**src/rtl/comm_pkg.sv**
```systemverilog
// Shared types and constants for the BER tester: FSM states, 4-ASK symbol codes,
// counter widths and the symbol-to-level mapping.
package comm_pkg;

  typedef enum logic {
    ST_ALIGN  = 1'b0,
    ST_LOCKED = 1'b1
  } ber_state_t;

  localparam logic [1:0] SYM_M3 = 2'b00;
  localparam logic [1:0] SYM_M1 = 2'b01;
  localparam logic [1:0] SYM_P1 = 2'b10;
  localparam logic [1:0] SYM_P3 = 2'b11;

  localparam int LEVEL_W  = 18;
  localparam int LFSR_W   = 15;
  localparam int CNT_W    = 32;
  localparam int WERR_W   = 7;
  localparam int WIN_W    = 16;
  localparam int DLY_W    = 4;
  localparam int HIST_LEN = 16;

  function automatic logic signed [LEVEL_W-1:0] sym_to_level(
    input logic [1:0]                a_sym,
    input logic signed [LEVEL_W-1:0] a_lvl
  );
    logic signed [LEVEL_W-1:0] a3;
    a3 = (a_lvl <<< 1) + a_lvl;
    case (a_sym)
      SYM_M3:  return -a3;
      SYM_M1:  return -a_lvl;
      SYM_P1:  return a_lvl;
      default: return a3;
    endcase
  endfunction

endpackage

```
**src/rtl/pn4_source.sv**
```systemverilog
// PN 4-ASK source: 15-bit Fibonacci LFSR (x^15+x^14+1) advanced two steps per strobe.
// sym is the symbol about to be emitted; level is the registered constellation level.
module pn4_source
  import comm_pkg::*;
#(
  parameter logic signed [LEVEL_W-1:0] LEVEL_A = 18'sd16384,
  parameter logic [LFSR_W-1:0]         SEED    = 15'h0001
) (
  input  logic                      clk,
  input  logic                      reset,
  input  logic                      sym_clk,
  output logic [1:0]                sym,
  output logic signed [LEVEL_W-1:0] level
);

  logic [LFSR_W-1:0] lfsr;
  logic              b1, b2;

  // b2 is the feedback after one shift, expressed in terms of the current state
  assign b1  = lfsr[14] ^ lfsr[13];
  assign b2  = lfsr[13] ^ lfsr[12];
  assign sym = {b1, b2};

  always_ff @(posedge clk or posedge reset) begin
    if (reset) begin
      lfsr  <= SEED;
      level <= '0;
    end else if (sym_clk) begin
      lfsr  <= {lfsr[12:0], b1, b2};
      level <= sym_to_level(sym, LEVEL_A);
    end
  end

endmodule

```
**src/rtl/comm_ber_tester.sv**
```systemverilog
// Closed-loop BER tester: emits a PN 4-ASK stream, slices the returned samples,
// searches the end-to-end symbol delay window by window, then counts symbol errors.
module comm_ber_tester
  import comm_pkg::*;
#(
  parameter logic signed [17:0] LEVEL_A   = 18'sd16384,
  parameter logic signed [17:0] SLICE_T   = 18'sd32768,
  parameter logic [14:0]        SEED      = 15'h0001,
  parameter int                 MAX_DELAY = 15,
  parameter int                 WINDOW    = 64,
  parameter int                 LOCK_ERR  = 2,
  parameter int                 LOSS_ERR  = 16
) (
  input  logic               clk,
  input  logic               reset,
  input  logic               sym_clk,
  input  logic               clear_accum,
  input  logic signed [17:0] rx_in,
  output logic signed [17:0] tx_out,
  output logic               locked,
  output logic [3:0]         delay,
  output logic [31:0]        sym_count,
  output logic [31:0]        err_count
);

  localparam logic [WIN_W-1:0]  WIN_LAST = WIN_W'(WINDOW - 1);
  localparam logic [DLY_W-1:0]  DLY_MAX  = DLY_W'(MAX_DELAY);
  localparam logic [WERR_W-1:0] LOCK_TH  = WERR_W'(LOCK_ERR);
  localparam logic [WERR_W-1:0] LOSS_TH  = WERR_W'(LOSS_ERR);

  ber_state_t                       state;
  logic [1:0]                       next_sym;
  logic [HIST_LEN-1:0][1:0]         hist;
  logic [1:0]                       rx_sym;
  logic                             mismatch;
  logic [WIN_W-1:0]                 win_cnt;
  logic [WERR_W-1:0]                win_err, win_err_tot;
  logic                             win_end;

  pn4_source #(
    .LEVEL_A (LEVEL_A),
    .SEED    (SEED)
  ) u_src (
    .clk     (clk),
    .reset   (reset),
    .sym_clk (sym_clk),
    .sym     (next_sym),
    .level   (tx_out)
  );

  // hist[0] takes the symbol being loaded into tx_out, so a zero-delay loopback
  // compares against hist[0] on the following strobe
  always_ff @(posedge clk or posedge reset) begin
    if (reset)        hist <= '0;
    else if (sym_clk) hist <= {hist[HIST_LEN-2:0], next_sym};
  end

  always_comb begin
    rx_sym = SYM_M3;
    if (rx_in >= SLICE_T)       rx_sym = SYM_P3;
    else if (rx_in >= 18'sd0)   rx_sym = SYM_P1;
    else if (rx_in >= -SLICE_T) rx_sym = SYM_M1;
  end

  assign mismatch    = (rx_sym != hist[delay]);
  assign win_end     = (win_cnt == WIN_LAST);
  assign win_err_tot = (mismatch && (win_err != '1)) ? win_err + 1'b1 : win_err;

  always_ff @(posedge clk or posedge reset) begin
    if (reset) begin
      state     <= ST_ALIGN;
      locked    <= 1'b0;
      delay     <= '0;
      win_cnt   <= '0;
      win_err   <= '0;
      sym_count <= '0;
      err_count <= '0;
    end else begin
      if (sym_clk) begin
        if (win_end) begin
          win_cnt <= '0;
          win_err <= '0;
          case (state)
            ST_ALIGN: begin
              if (win_err_tot <= LOCK_TH) begin
                state  <= ST_LOCKED;
                locked <= 1'b1;
              end else begin
                delay <= (delay == DLY_MAX) ? '0 : delay + 1'b1;
              end
            end
            default: begin
              if (win_err_tot > LOSS_TH) begin
                state  <= ST_ALIGN;
                locked <= 1'b0;
              end
            end
          endcase
        end else begin
          win_cnt <= win_cnt + 1'b1;
          win_err <= win_err_tot;
        end
      end

      // clear beats a coincident strobe; the strobe that drops lock is still counted
      if (clear_accum) begin
        sym_count <= '0;
        err_count <= '0;
      end else if (sym_clk && state == ST_LOCKED) begin
        if (sym_count != '1)             sym_count <= sym_count + 1'b1;
        if (mismatch && err_count != '1) err_count <= err_count + 1'b1;
      end
    end
  end

endmodule

```
**config.mk**
```make
export PLATFORM = sky130hd
export DESIGN_NAME = comm_ber_tester
export DESIGN_NICKNAME = d
export VERILOG_FILES = /design/src/rtl/comm_pkg.sv /design/src/rtl/pn4_source.sv /design/src/rtl/comm_ber_tester.sv
export SDC_FILE = /design/constraint.sdc
export NUM_CORES = 1
export LEC_CHECK = 0
export CAP_MARGIN = 30
export CELL_PAD_IN_SITES_DETAIL_PLACEMENT = 1
export CELL_PAD_IN_SITES_GLOBAL_PLACEMENT = 2
export CORE_ASPECT_RATIO = 0.8
export CORE_MARGIN = 3
export CORE_UTILIZATION = 35
export DETAILED_ROUTE_END_ITERATION = 16
export PLACE_DENSITY = 0.87
export SYNTH_ARGS = -nofsm -noshare
export SYNTH_HDL_FRONTEND = slang
export SYNTH_SLANG_ARGS = --single-unit
```
**constraint.sdc**
```tcl
create_clock -name clk -period 7.25 [get_ports clk]
set_clock_uncertainty 0.1 [all_clocks]
set_input_delay 0.725 -clock clk [delete_from_list [all_inputs] [get_ports clk]]
set_output_delay 0.725 -clock clk [all_outputs]
set_load 0.02 [all_outputs]
```
==> qor.yml <==
cts:
  cts.path.max_buffers: 2
  hold_buffers: 0
  h-tree-depth: 4
  clock_sinks: 135
  cts_tree: "done"
  cts_resized: 0
  cts_made_buffers: 17
  path_clk_slew_ns: 0.06
  clk_latency_ns: 0.42
  cts-root-buf: "clkbuf_16"
  cts_setup_buffers: 0
run_status:
  status: "finished, final reports clean"
layout:
  area_growth_pct: 21.9
  diodes: 0
  layout-drive-gt1-share: 0.132
  fillers: 2161
  final_net_count: 784
  seqCellArea_um2: 3380
  final_util: 0.443
  multi_input_area_um2: 3340
yosys:
  synth-edff-count: 0
  synth.distinct_cells: 56
  synth-seq-cells: 135
  yosysWarnings: 0
  synth.avg_cell_area_um2: 10.3
  synthCells: 686
  synth_area_um2: 7040
  async_flop_share: 1.00
  synth-seq-area-share: 0.480
  synth-main-ff-cell: "dfrtp_1"
sta:
  finalSetupViolations: 0
  fin_crit_sh: 0.565
  layout_setup_ws_ns: 3.15
  slew_headroom: 0.270
  drv_slew: 0
  timing.fmax_ghz: 0.244
  worst_pin_slew_ns: 1.09
  hold_violations: 0
  setup_tns_ns: 0
  rsz0062_at_grt: "false"
  fin_crit_ns: 4.10
pwr:
  vdd_ir_drop_max_mv: 0.174
  power.density_nw_per_um2: 278
  report.power.total_mw: 2.39
  power_leakage_nw: 3.40
placement:
  dp_hpwl_mm: 12.2
  port_buffers: 79
  post-place-ws_ns: 2.95
  routabilityCongestion: 0.829
global_routing:
  grt_max_degree: 75
  grt_overflow_total: 0
  antenna_found_initial: 0
  track_usage: 0.168
  grt_pass1_wl_mm: 29.7
  grt_pass1_vias: 5615
route:
  ant_nets: 0
  drtIter0Drc: 370
  via_per_inst: 5.30
  drt_pre_antenna_iters: 5
  post-route-drc-count: 0
  wl_per_cell_um: 17.4
  vias: 5449
  wirelength_mm: 17.9
floorplanning:
  io_pins: 109
  dieHeight_um: 133
  fp.dieW_um: 165
  fp-row-count: 45
  die_area_um2: 21900
  initial_utilization: 0.364
  core_um2: 19400
critical_path:
  r2r_cells: 8
  reg2reg_from: "delay[0]$_DFFE_PP0P_"
  start_kind: "register"
  crit_path_max_fanout: 16
  worstReg2RegEnd: "err_count[8]$_DFFE_PP0P_"
  crit_path_end_kind: "register"
  reg2reg_slack_ns: 3.15
  arrival_ns: 4.33
  worstSetupPathType: "register to register"
  worstPathRequired_ns: 7.48
worst_hold_path:
  worstHoldEndpoint: "win_cnt[15]$_DFFE_PP0P_"
  hold_path.class: "register to register"
  worstHoldStart: "win_cnt[15]$_DFFE_PP0P_"
  whs_path_depth: 1
flow_run:
  cap_violations: 0
-- critical path: stages (launching register included) --
cell      delay, ns
dfrtp_1        0.84
mux2i_1        0.17
mux4_2         0.50
xor2_1         0.25
nor3_2         0.14
a311oi_4       0.69
nand2_1        0.53
or4_1          0.60
a21oi_1        0.17
-- power breakdown --
part,switching (mW),internal (mW)
clock,0.322,0.557
combinational,0.231,0.232
sequential,0.139,0.905
total,0.692,1.69
-- registers in the layout, summed over array words and instances, names as in the netlist --
signal and cells:
state 1, u_src.level 2, err_count 32, u_src.lfsr 15
locked 1, hist 25, delay 4, win_cnt 16
win_err 7, sym_count 32
-- per-stage QoR --
stage / instance area (µm²) / hold slack [ns] / instances
4_1_cts: 8560 / 0.374 / 1027
6_report: 8580 / 0.368 / 1028
3_3_place_gp: 7960 / 0.358 / 995
3_5_place_dp: 7960 / 0.361 / 995
5_1_grt: 8580 / 0.392 / 1028
2_1_floorplan: 7090 / 0.343 / 699
-- final cells by class --
type | instances | area share
multi-input cells | 492 | 0.389
clock inverters | 9 | 0.0146
well taps | 258 | 0.0376
clock buffers | 23 | 0.0545
inverters | 26 | 0.0120
flip-flops and latches | 135 | 0.394
repair buffers | 85 | 0.0985
-- cell usage in the layout, fill, tap and decap left out, types with 4 or more instances in the layout --
cell,synthesis,routed
xor2_1,27,27
or3_1,11,11
conb_1,1,14
clkinv_2,0,4
xnor2_1,30,30
a31oi_1,4,4
inv_1,26,25
o21ai_0,23,23
nor3_1,10,10
a21oi_1,28,28
mux4_2,4,4
o31ai_1,16,16
or4_1,12,12
o21a_1,4,4
buf_4,18,5
mux2i_1,19,19
nand4_1,22,22
or2_2,7,7
ha_1,5,5
clkbuf_16,0,17
dfrtp_1,134,134
and2_1,7,7
nand3_1,27,27
nor4_1,7,7
and3_1,17,17
clkbuf_1,21,4
clkdlybuf4s50_1,0,77
nand2_1,48,48
and4_1,5,5
mux2_2,43,43
nor2_1,68,68
-- logic make-up (layout without fill, tap and decap cells) --
logic type      after synthesis  after routing  share of synthesized area
simple gates                252            252                      0.183
flops                       135            135                      0.480
compound gates               96             96                     0.0911
buf+inv                      72            143                     0.0528
mux                          67             67                      0.111
xor+xnor                     58             58                     0.0732
fa+ha+maj                     5              5                    0.00888
other cells                   1             14                   0.000532
-- cells in the mapped netlist (3+ instances only) --
cell type,instances,area [µm²]
mux2_2,43,484
a21oi_1,28,140
dfrtp_1,134,3350
nor3_2,3,30.0
or4_1,12,90.1
clkbuf_1,21,78.8
o21a_1,4,30.0
nor3_1,10,50.1
nor2b_1,3,18.8
mux4_2,4,90.1
ha_1,5,62.6
nor2_1,68,255
inv_1,26,97.6
o31ai_1,16,120
a311oi_1,3,26.3
nand2_1,48,180
or3_1,11,68.8
or2_2,7,43.8
and4_1,5,43.8
buf_4,18,135
o21ai_0,23,115
nand4_1,22,138
nor4_1,7,43.8
mux2i_1,19,190
and2_1,7,43.8
nand3_1,27,135
and3_1,17,106
xnor2_1,30,263
a31oi_1,4,25.0
xor2_1,27,236
-- worst max-delay path by stage --
stage                                    start                        to  slack (ns)
after global routing      delay[0]$_DFFE_PP0P_  err_count[8]$_DFFE_PP0P_        2.85
final                     delay[0]$_DFFE_PP0P_  err_count[8]$_DFFE_PP0P_        3.15
after detailed placement             rx_in[16]  err_count[8]$_DFFE_PP0P_        2.95
after floorplan                          reset      delay[0]$_DFFE_PP0P_        2.82
after global placement               rx_in[17]  err_count[8]$_DFFE_PP0P_        3.09
after CTS                 delay[0]$_DFFE_PP0P_  err_count[8]$_DFFE_PP0P_        3.14
-- layer usage --
layer | up-vias | global-route usage | share of wire
met1 | 2798 | 0.231 | 0.47
li1 | 2548 | - | -
met2 | 91 | 0.268 | 0.49
met3 | 12 | 0.0426 | 0.034
met5 | - | 0 | 0
met4 | 0 | 0.0396 | 0.0088
Power figures use the tool's default switching activity.
